File: config.mk
export PLATFORM = sky130hd
export DESIGN_NAME = p1_mem_read
export DESIGN_NICKNAME = d
export VERILOG_FILES = /design/src/rtl/cnn_pkg.sv /design/src/rtl/p1_rd_delay.sv /design/src/rtl/p1_mem_read.sv
export SDC_FILE = /design/constraint.sdc
export NUM_CORES = 1
export LEC_CHECK = 0
export BUFFER_PORTS_ARGS = -buffer_cell sky130_fd_sc_hd__buf_2
export CAP_MARGIN = 25
export CORE_UTILIZATION = 50
export DETAILED_ROUTE_END_ITERATION = 6
export HOLD_SLACK_MARGIN = 0.1
export PLACE_DENSITY = 0.76
export SYNTH_ARGS = -nofsm -noshare
export SYNTH_HDL_FRONTEND = slang
export SYNTH_SLANG_ARGS = --single-unit
export TNS_END_PERCENT = 50
File: constraint.sdc
create_clock -name clk -period 6.31 [get_ports clk]
set_input_delay 0.9465 -clock clk [delete_from_list [all_inputs] [get_ports clk]]
set_output_delay 0.9465 -clock clk [all_outputs]
set_load 0.03 [all_outputs]
File: src/rtl/cnn_pkg.sv
// Shared CNN datapath types: map geometry, tap-marker payload and sequencer states.
package cnn_pkg;

  localparam int unsigned P1_W     = 12;
  localparam int unsigned C2_K     = 5;
  localparam int unsigned C2_OUT_W = P1_W - C2_K + 1;
  localparam int unsigned P1_DEPTH = P1_W * P1_W;

  // Side-band markers that travel alongside a memory read until its data returns.
  typedef struct packed {
    logic       valid;
    logic       first;
    logic       last;
    logic [2:0] row;
    logic [2:0] col;
  } tap_mark_t;

  typedef enum logic [1:0] {
    IDLE  = 2'd0,
    RUN   = 2'd1,
    DRAIN = 2'd2,
    DONE  = 2'd3
  } p1_state_t;

endpackage

File: src/rtl/p1_rd_delay.sv
// Fixed-depth delay line for tap markers; matches the P1 memory read latency.
module p1_rd_delay
  import cnn_pkg::*;
#(
  parameter int unsigned DEPTH = 1
) (
  input  logic      clk,
  input  logic      reset,
  input  tap_mark_t din,
  output tap_mark_t dout
);

  tap_mark_t stage [DEPTH];

  // Shift markers one stage per clock; reset flushes in-flight taps.
  always_ff @(posedge clk or posedge reset) begin
    if (reset) begin
      for (int i = 0; i < DEPTH; i++) stage[i] <= '0;
    end else begin
      stage[0] <= din;
      for (int i = 1; i < DEPTH; i++) stage[i] <= stage[i-1];
    end
  end

  assign dout = stage[DEPTH-1];

endmodule

File: src/rtl/p1_mem_read.sv
// Read sequencer for the pooling-1 map: walks 5x5 windows for conv-2, one address per cycle.
module p1_mem_read
  import cnn_pkg::*;
#(
  parameter int unsigned IMG_W   = P1_W,
  parameter int unsigned K       = C2_K,
  parameter int unsigned ADDR_W  = 8,
  parameter int unsigned MEM_LAT = 1
) (
  input  logic              clk,
  input  logic              reset,
  input  logic              enable,
  input  logic              stall,
  output logic [ADDR_W-1:0] addr,
  output logic              rd_en,
  output logic              tap_valid,
  output logic              first_tap,
  output logic              last_tap,
  output logic [2:0]        out_row,
  output logic [2:0]        out_col,
  output logic              done
);

  localparam int unsigned OUT_W = IMG_W - K + 1;
  localparam int unsigned LAT_W = 2;

  p1_state_t         state, state_nxt;
  logic [2:0]        kc, kr, oc, orow;
  logic [ADDR_W-1:0] cur_addr, win_base, row_base;
  logic [LAT_W-1:0]  drain_cnt;
  tap_mark_t         iss_mark, ret_mark;

  logic issue_c, kc_end_c, kr_end_c, oc_end_c, orow_end_c, last_c;

  assign issue_c    = (state == RUN) && enable && !stall;
  assign kc_end_c   = (kc == 3'(K - 1));
  assign kr_end_c   = (kr == 3'(K - 1));
  assign oc_end_c   = (oc == 3'(OUT_W - 1));
  assign orow_end_c = (orow == 3'(OUT_W - 1));
  assign last_c     = kc_end_c && kr_end_c && oc_end_c && orow_end_c;

  // State register.
  always_ff @(posedge clk or posedge reset) begin
    if (reset) state <= IDLE;
    else       state <= state_nxt;
  end

  // Next-state logic.
  always_comb begin
    state_nxt = state;
    case (state)
      IDLE:    if (enable) state_nxt = RUN;
      RUN:     if (issue_c && last_c) state_nxt = DRAIN;
      DRAIN:   if (drain_cnt == LAT_W'(MEM_LAT - 1)) state_nxt = DONE;
      DONE:    state_nxt = DONE;
      default: state_nxt = IDLE;
    endcase
  end

  // Window/tap counters and incremental address generation; all advance only on issue.
  always_ff @(posedge clk or posedge reset) begin
    if (reset) begin
      kc       <= '0;
      kr       <= '0;
      oc       <= '0;
      orow     <= '0;
      cur_addr <= '0;
      win_base <= '0;
      row_base <= '0;
    end else if (issue_c) begin
      if (!kc_end_c) begin
        kc       <= kc + 3'd1;
        cur_addr <= cur_addr + ADDR_W'(1);
      end else begin
        kc <= '0;
        if (!kr_end_c) begin
          kr       <= kr + 3'd1;
          cur_addr <= cur_addr + ADDR_W'(IMG_W - K + 1);
        end else begin
          kr <= '0;
          if (!oc_end_c) begin
            oc       <= oc + 3'd1;
            win_base <= win_base + ADDR_W'(1);
            cur_addr <= win_base + ADDR_W'(1);
          end else begin
            oc <= '0;
            if (!orow_end_c) begin
              orow     <= orow + 3'd1;
              row_base <= row_base + ADDR_W'(IMG_W);
              win_base <= row_base + ADDR_W'(IMG_W);
              cur_addr <= row_base + ADDR_W'(IMG_W);
            end else begin
              orow     <= '0;
              row_base <= '0;
              win_base <= '0;
              cur_addr <= '0;
            end
          end
        end
      end
    end
  end

  // Registered read port plus the markers describing the issued tap.
  always_ff @(posedge clk or posedge reset) begin
    if (reset) begin
      addr     <= '0;
      rd_en    <= 1'b0;
      iss_mark <= '0;
    end else begin
      rd_en <= issue_c;
      if (issue_c) begin
        addr           <= cur_addr;
        iss_mark.valid <= 1'b1;
        iss_mark.first <= (kr == 3'd0) && (kc == 3'd0);
        iss_mark.last  <= kr_end_c && kc_end_c;
        iss_mark.row   <= orow;
        iss_mark.col   <= oc;
      end else begin
        iss_mark <= '0;
      end
    end
  end

  // Counts drain cycles and raises sticky done as the final tap returns.
  always_ff @(posedge clk or posedge reset) begin
    if (reset) begin
      drain_cnt <= '0;
      done      <= 1'b0;
    end else begin
      drain_cnt <= (state == DRAIN) ? drain_cnt + LAT_W'(1) : '0;
      done      <= (state_nxt == DONE);
    end
  end

  p1_rd_delay #(
    .DEPTH (MEM_LAT)
  ) u_rd_delay (
    .clk   (clk),
    .reset (reset),
    .din   (iss_mark),
    .dout  (ret_mark)
  );

  assign tap_valid = ret_mark.valid;
  assign first_tap = ret_mark.first;
  assign last_tap  = ret_mark.last;
  assign out_row   = ret_mark.row;
  assign out_col   = ret_mark.col;

endmodule

==> results.txt, run 1 <==
maximum fanout count along the critical path: 30
final clock period utilization by the worst path: 0.4031
Antenna Diode Count: 0
area share of fa/ha/maj cells after synthesis: 0.05142
number of distinct library cells after synthesis: 59
hold violation count in the final report: 0
detail-routed via count per cell: 5.634
number of clock sinks seen by CTS: 67
launching element type of the critical path: input port
post-layout utilization of the core: 0.5828
number of enable-type register cells in the synthesized netlist: 0
number of H-tree levels: 3
proportion of synthesized flip-flops having asynchronous set or reset: 1.000
overall die area: 0.006648 mm^2
fraction of synthesized area in multiplexers: 0.01741
routability congestion estimate: 0.8161
number of fill cells: 526
Most common cell on crit path: sky130_fd_sc_hd__inv_2
Total Power Consumption: 1.033 mW
PortBufs: 22
starting utilization of the core area: 0.5249
setup TNS after final layout: 0 ns
data arrival time of the critical path: 2.82 ns
GRT overflow: 0
area of combinational cells with multiple inputs: 0.001376 mm^2
all-layer global routing usage: 0.2070
Clock Pin Slew Worst Setup and Hold Paths: 0.07 ns
Detail Placement HPWL: 3998 um
number of post-CTS setup repair buffers: 0
max frequency: 393.1 MHz
total clock buffers created by CTS: 9
core region area: 0.006026 mm^2
largest family of logic cells by synthesized area: simple AND/OR/NAND/NOR gates
net count after synthesis: 327
Largest stage delay, worst path: 0.53 ns
Cell Chain, Critical Path: buf_2 > nand4bb_4 > inv_2 > nand2_2 > inv_2 > nor2_1 > a31oi_1
remaining number of nets flagged by the antenna check after routing: 0
fin. max-slew vios: 0
fraction of the mapped netlist area in simple logic gates: 0.2089
global-route wire length before repair: 10280 um
number of flip-flops and latches in the synthesized netlist: 67
sequential-to-total area share from yosys stat: 0.5301
floorplan die width: 81.54 um
final worst path period need: 2.544 ns
antenna violations before repair: 0
total of hold buffers inserted after clock tree synthesis: 0
cell type of the slowest stage on the worst timing path: sky130_fd_sc_hd__inv_2
Nets: 347
cell count after synthesis: 310
DRT Pass-1 Iters: 5
worst slew margin relative to its limit: 0.5594
post-synthesis average cell area: 10.20 um^2
worst setup skew after layout: 0.008787 ns
clock buffer depth: 2
pin count of the biggest net entering global routing: 54
fraction of final layout cells sized beyond drive strength 1: 0.1731
count of endpoints failing setup in the final report: 0
compound-gate portion of the synthesized area: 0.1464
sequential cell area: 0.001677 mm^2
root buffer cell: sky130_fd_sc_hd__clkbuf_8
Setup CP Type: in2reg
post-cts gate resize count: 0
PwrDens: 294.0 mW/mm^2
source-to-sink clock delay at the later pin of the worst-skew pair: 0.35 ns
# IOs: 23
Leakage Power: 1.728 nW
final worst setup slack: 3.766 ns
number of global-route vias before repair: 2183
largest vdd supply drop: 0.0002350 V
status: completed
Die Height: 81.54 um
RSZ-0062 raised after global routing: no
actual transition at the worst max-transition pin: 0.6609 ns
DRC: 0
minimum setup slack after placement: 3.368 ns
class of the tightest hold or removal check: reg2reg
total wire length after detailed routing: 6019 um
Layout Area Growth over Synthesis: 11.04%
number of vias after detailed routing: 2310
TritonCTS clock tree: built
Maximum Capacitance Violations: 0
routed length per placed instance: 14.68 um
area of the mapped netlist: 0.003163 mm^2
xor and xnor area share after synthesis: 0.01108
floorplan row count: 28
dominant synthesized flop cell: sky130_fd_sc_hd__dfrtp_1
Req. time, crit path: 6.58 ns
Crit. End Element: flop
first-iteration detailed-routing DRC count: 232
synthesis warning total: 0
critical path, delay by kind of cell:
| family | cells | cell delay (ns) |
|---|---|---|
| compound gates | 1 | 0.13 |
| buf+inv | 3 | 0.85 |
| simple gates | 3 | 0.86 |
registers in the layout (all words and copies together) (netlist names):
name and flops:
win_base 8, cur_addr 8, row_base 8, iss_mark 9, addr 8, oc 3, state 2, kc 3
done 1, kr 3, drain_cnt 2, u_rd_delay.dout 9, orow 3
Yosys cell counts, drive strengths merged, types with 3 or more instances:
cell / number / area (um^2)
nand3b: 3 / 22.52
nand3: 6 / 40.04
o21ai: 26 / 130.1
dfrtp: 67 / 1677
nand4: 5 / 37.53
xor2: 3 / 26.28
o211ai: 5 / 42.54
clkbuf: 6 / 22.52
a211oi: 3 / 27.52
buf: 8 / 42.54
and2: 10 / 62.56
a21oi: 12 / 60.06
a31oi: 5 / 31.28
nand2: 63 / 239.0
mux2: 4 / 45.04
nor2b: 4 / 25.02
a2bb2oi: 3 / 26.28
ha: 13 / 162.7
nor3: 5 / 36.29
and4: 3 / 27.53
nor2: 11 / 41.29
nand2b: 6 / 37.54
inv: 12 / 45.04
report_power, final:
part           total, mW  internal [mW]  switching [mW]
Sequential         0.508          0.466          0.0420
Clock              0.357          0.193           0.164
Combinational      0.168         0.0608           0.107
logic make-up after synthesis:
family,count (synthesis)
flops,67
mux,5
compound gates,70
xor+xnor,4
fa+ha+maj,13
simple gates,125
buf+inv,26
metrics by stage:
step	std cells	instance area, um^2	hold WS, ns
after floorplan	310	3163	0.3312
final	410	3512	0.3444
after global placement	394	3309	0.3315
after CTS	410	3512	0.3469
after detailed placement	394	3309	0.3355
after global routing	410	3512	0.3559
routing by layer:
| layer | vias up | share of wire | wire (um) | global-route usage |
|---|---|---|---|---|
| met1 | 1112 | 0.46 | 2760 | 0.2794 |
| met5 | - | 0 | 0 | 0 |
| met4 | 0 | 0.022 | 132 | 0.09286 |
| met2 | 52 | 0.47 | 2857 | 0.3208 |
| li1 | 1132 | - | - | - |
| met3 | 14 | 0.045 | 268 | 0.04111 |
cell type report:
cell class / instances / area share
clock buffers: 10 / 0.03919
clock inverters: 6 / 0.01853
repair buffers: 23 / 0.03349
inverters: 12 / 0.01283
flip-flops and latches: 67 / 0.4774
multi-input cells: 217 / 0.3919
well taps: 75 / 0.02672
final timing paths:
kind	start	to	slack, ns	cells after the start
min in group asynchronous	reset	iss_mark[1]	0.53	2
hold / removal	iss_mark[5]	u_rd_delay.dout[5]	0.34	0
setup reg to reg	state[1]	win_base[0]	4.01	6
hold reg to reg	iss_mark[5]	u_rd_delay.dout[5]	0.34	0
max in group asynchronous	reset	state[0]	4.82	3
setup / recovery	stall	win_base[0]	3.77	7
placed cells by master (no fill, tap or decap), types with 5 or more instances in the layout:
cell                        n
sky130_fd_sc_hd__dfrtp_1   67
sky130_fd_sc_hd__a21oi_1   12
sky130_fd_sc_hd__ha_1      13
sky130_fd_sc_hd__inv_1      8
sky130_fd_sc_hd__nor2_1    11
sky130_fd_sc_hd__o21ai_1   14
sky130_fd_sc_hd__a31oi_1    5
sky130_fd_sc_hd__and2_1    10
sky130_fd_sc_hd__nand2_1   62
sky130_fd_sc_hd__nand2b_1   6
sky130_fd_sc_hd__o21ai_0   12
sky130_fd_sc_hd__buf_2     22
sky130_fd_sc_hd__clkbuf_8  10
(Power assumes the default switching activity.)
==> inputs of run 2 (changes only) <==
- PLACE_DENSITY: 0.76 -> 0.79
- clock period: 6.31 -> 2.25 ns (I/O delays scaled with it)
==> run 2 against run 1 <==
Clock-buffer cell count did not move. Critical path depth fell by 1. Global-route usage barely moved. Worst setup slack got worse by 3.5 ns. Sequential power rose to 2.8 times the previous value. Utilization rose by 1.0 points. Sequential share of layout area fell by 0.80 points. Combinational power rose to 3.0 times the previous value. Non-clock buffer count rose by 9. Register-to-register slack got worse by 3.7 ns. Flip-flop and latch count did not move.
==> results.txt, run 2 (synthesis gave the netlist of run 1 again) <==
number of vias after detailed routing: 2369
class of the tightest hold or removal check: reg2reg
source-to-sink clock delay at the later pin of the worst-skew pair: 0.34 ns
Clock Pin Slew Worst Setup and Hold Paths: 0.07 ns
Req. time, crit path: 2.50 ns
Nets: 356
maximum fanout count along the critical path: 18
floorplan row count: 28
number of H-tree levels: 3
hold violation count in the final report: 0
root buffer cell: sky130_fd_sc_hd__clkbuf_8
portion of total power attributed to sequential cells: 0.506
routability congestion estimate: 0.8528
floorplan die width: 81.54 um
GRT overflow: 0
switching part of the total power: 0.3135
max frequency: 510.0 MHz
PwrDens: 788.8 mW/mm^2
DRT Pass-1 Iters: 4
fraction of final layout cells sized beyond drive strength 1: 0.1948
total clock buffers created by CTS: 9
PortBufs: 22
worst hold path depth: 0
DRC: 0
Antenna Diode Count: 0
Leakage Power: 1.763 nW
number of cells on the worst reg-to-reg path: 6
remaining number of nets flagged by the antenna check after routing: 0
RSZ-0062 raised after global routing: no
net switching power: 0.8833 mW
total wire length after detailed routing: 5984 um
final worst path period need: 1.961 ns
launching element type of the critical path: flop
starting utilization of the core area: 0.5249
setup slack, reg-to-reg: 0.29 ns
Maximum Capacitance Violations: 0
number of global-route vias before repair: 2142
Worst R2R Start: state[1]
most common cell after layout, fill and taps aside: sky130_fd_sc_hd__dfrtp_1
Detail Placement HPWL: 4304 um
core region area: 0.006026 mm^2
Die Height: 81.54 um
Crit. End Element: flop
global-route wire length before repair: 10360 um
number of clock sinks seen by CTS: 67
Setup CP Type: reg2reg
Layout Area Growth over Synthesis: 12.94%
clock buffer depth: 2
TritonCTS clock tree: built
worst slew margin relative to its limit: 0.6860
# IOs: 23
antenna violations before repair: 0
pin count of the biggest net entering global routing: 29
launch instance of the worst min-delay path: iss_mark[1]
data arrival time of the critical path: 2.22 ns
commonest non-fill, non-tap cells in the layout: sky130_fd_sc_hd__dfrtp_1 (67), sky130_fd_sc_hd__nand2_1 (62), sky130_fd_sc_hd__buf_2 (22)
Combinational Power Share: 0.178
largest vdd supply drop: 0.0007181 V
overall die area: 0.006648 mm^2
all-layer global routing usage: 0.2068
proportion of power drawn by the clock network: 0.316
routed length per placed instance: 14.28 um
Total Power Consumption: 2.818 mW
first-iteration detailed-routing DRC count: 236
actual transition at the worst max-transition pin: 0.4703 ns
capture endpoint of the worst hold path: u_rd_delay.dout[1]
status: completed
setup TNS after final layout: 0 ns
fin. max-slew vios: 0
worst setup skew after layout: 0.007981 ns
number of post-CTS setup repair buffers: 0
internal power of the cells: 1.935 mW
detail-routed via count per cell: 5.654
reg-to-reg endpoint: win_base[0]
final clock period utilization by the worst path: 0.8715
count of endpoints failing setup in the final report: 0
-- run 2: worst max path at each step --
stage                         from           to  slack (ns)
final                     state[1]  win_base[0]        0.29
after global routing      state[1]  win_base[0]        0.06
after CTS                  orow[0]  cur_addr[5]        0.21
after detailed placement   orow[0]  cur_addr[5]        0.23
after global placement     orow[0]  cur_addr[5]        0.31
after floorplan              reset      addr[0]        0.23
-- run 2: per-stage QoR --
step	cells	hold slack (ns)	area [um^2]	util	setup slack [ns]
after global placement	402	0.3316	3382	0.5613	0.3132
after detailed placement	402	0.3362	3382	0.5613	0.2307
after global routing	419	0.3596	3572	0.5928	0.06248
after CTS	419	0.3470	3570	0.5924	0.2062
after floorplan	310	0.3312	3163	-	0.2293
final	419	0.3448	3572	0.5928	0.2891
-- run 2: timing repair --
action	in CTS	in global routing
hold buffers	1	0
resized for setup	0	1
hold endpoints to repair	21	0
setup endpoints to repair	0	2
-- run 2: cell type report --
type / instances / area, um^2
clock buffer: 10 / 137.6
sequential: 67 / 1677
tap: 75 / 93.84
timing repair buffer: 32 / 200.2
inverter: 12 / 45.04
clock inverter: 6 / 40.04
multi-input combinational: 217 / 1379
fill: 483 / 2454
-- run 2: power by group through the flow --
stage	logic (mW)	registers [mW]	clock network [mW]
after floorplan	0.340	1.46	0
after global placement	0.486	1.44	0
after detailed placement	0.502	1.45	0
after CTS	0.503	1.42	0.909
after global routing	0.576	1.45	0.965
final	0.502	1.43	0.889
-- run 2: metal layers --
metal	routed length [um]	vias to the layer above	global-route usage	share of wire
met5	0	-	0	0
met3	279	10	0.03000	0.047
met4	104	0	0.09107	0.017
met1	2891	1152	0.2944	0.48
met2	2708	67	0.3108	0.45
li1	-	1140	-	-
-- run 2: critical path: stages (launching register included) --
cell                        delay, ns
sky130_fd_sc_hd__dfrtp_1         0.43
sky130_fd_sc_hd__nand4bb_4       0.37
sky130_fd_sc_hd__inv_2           0.35
sky130_fd_sc_hd__nand2_2         0.30
sky130_fd_sc_hd__inv_2           0.22
sky130_fd_sc_hd__nor2_1          0.06
sky130_fd_sc_hd__a31oi_1         0.15
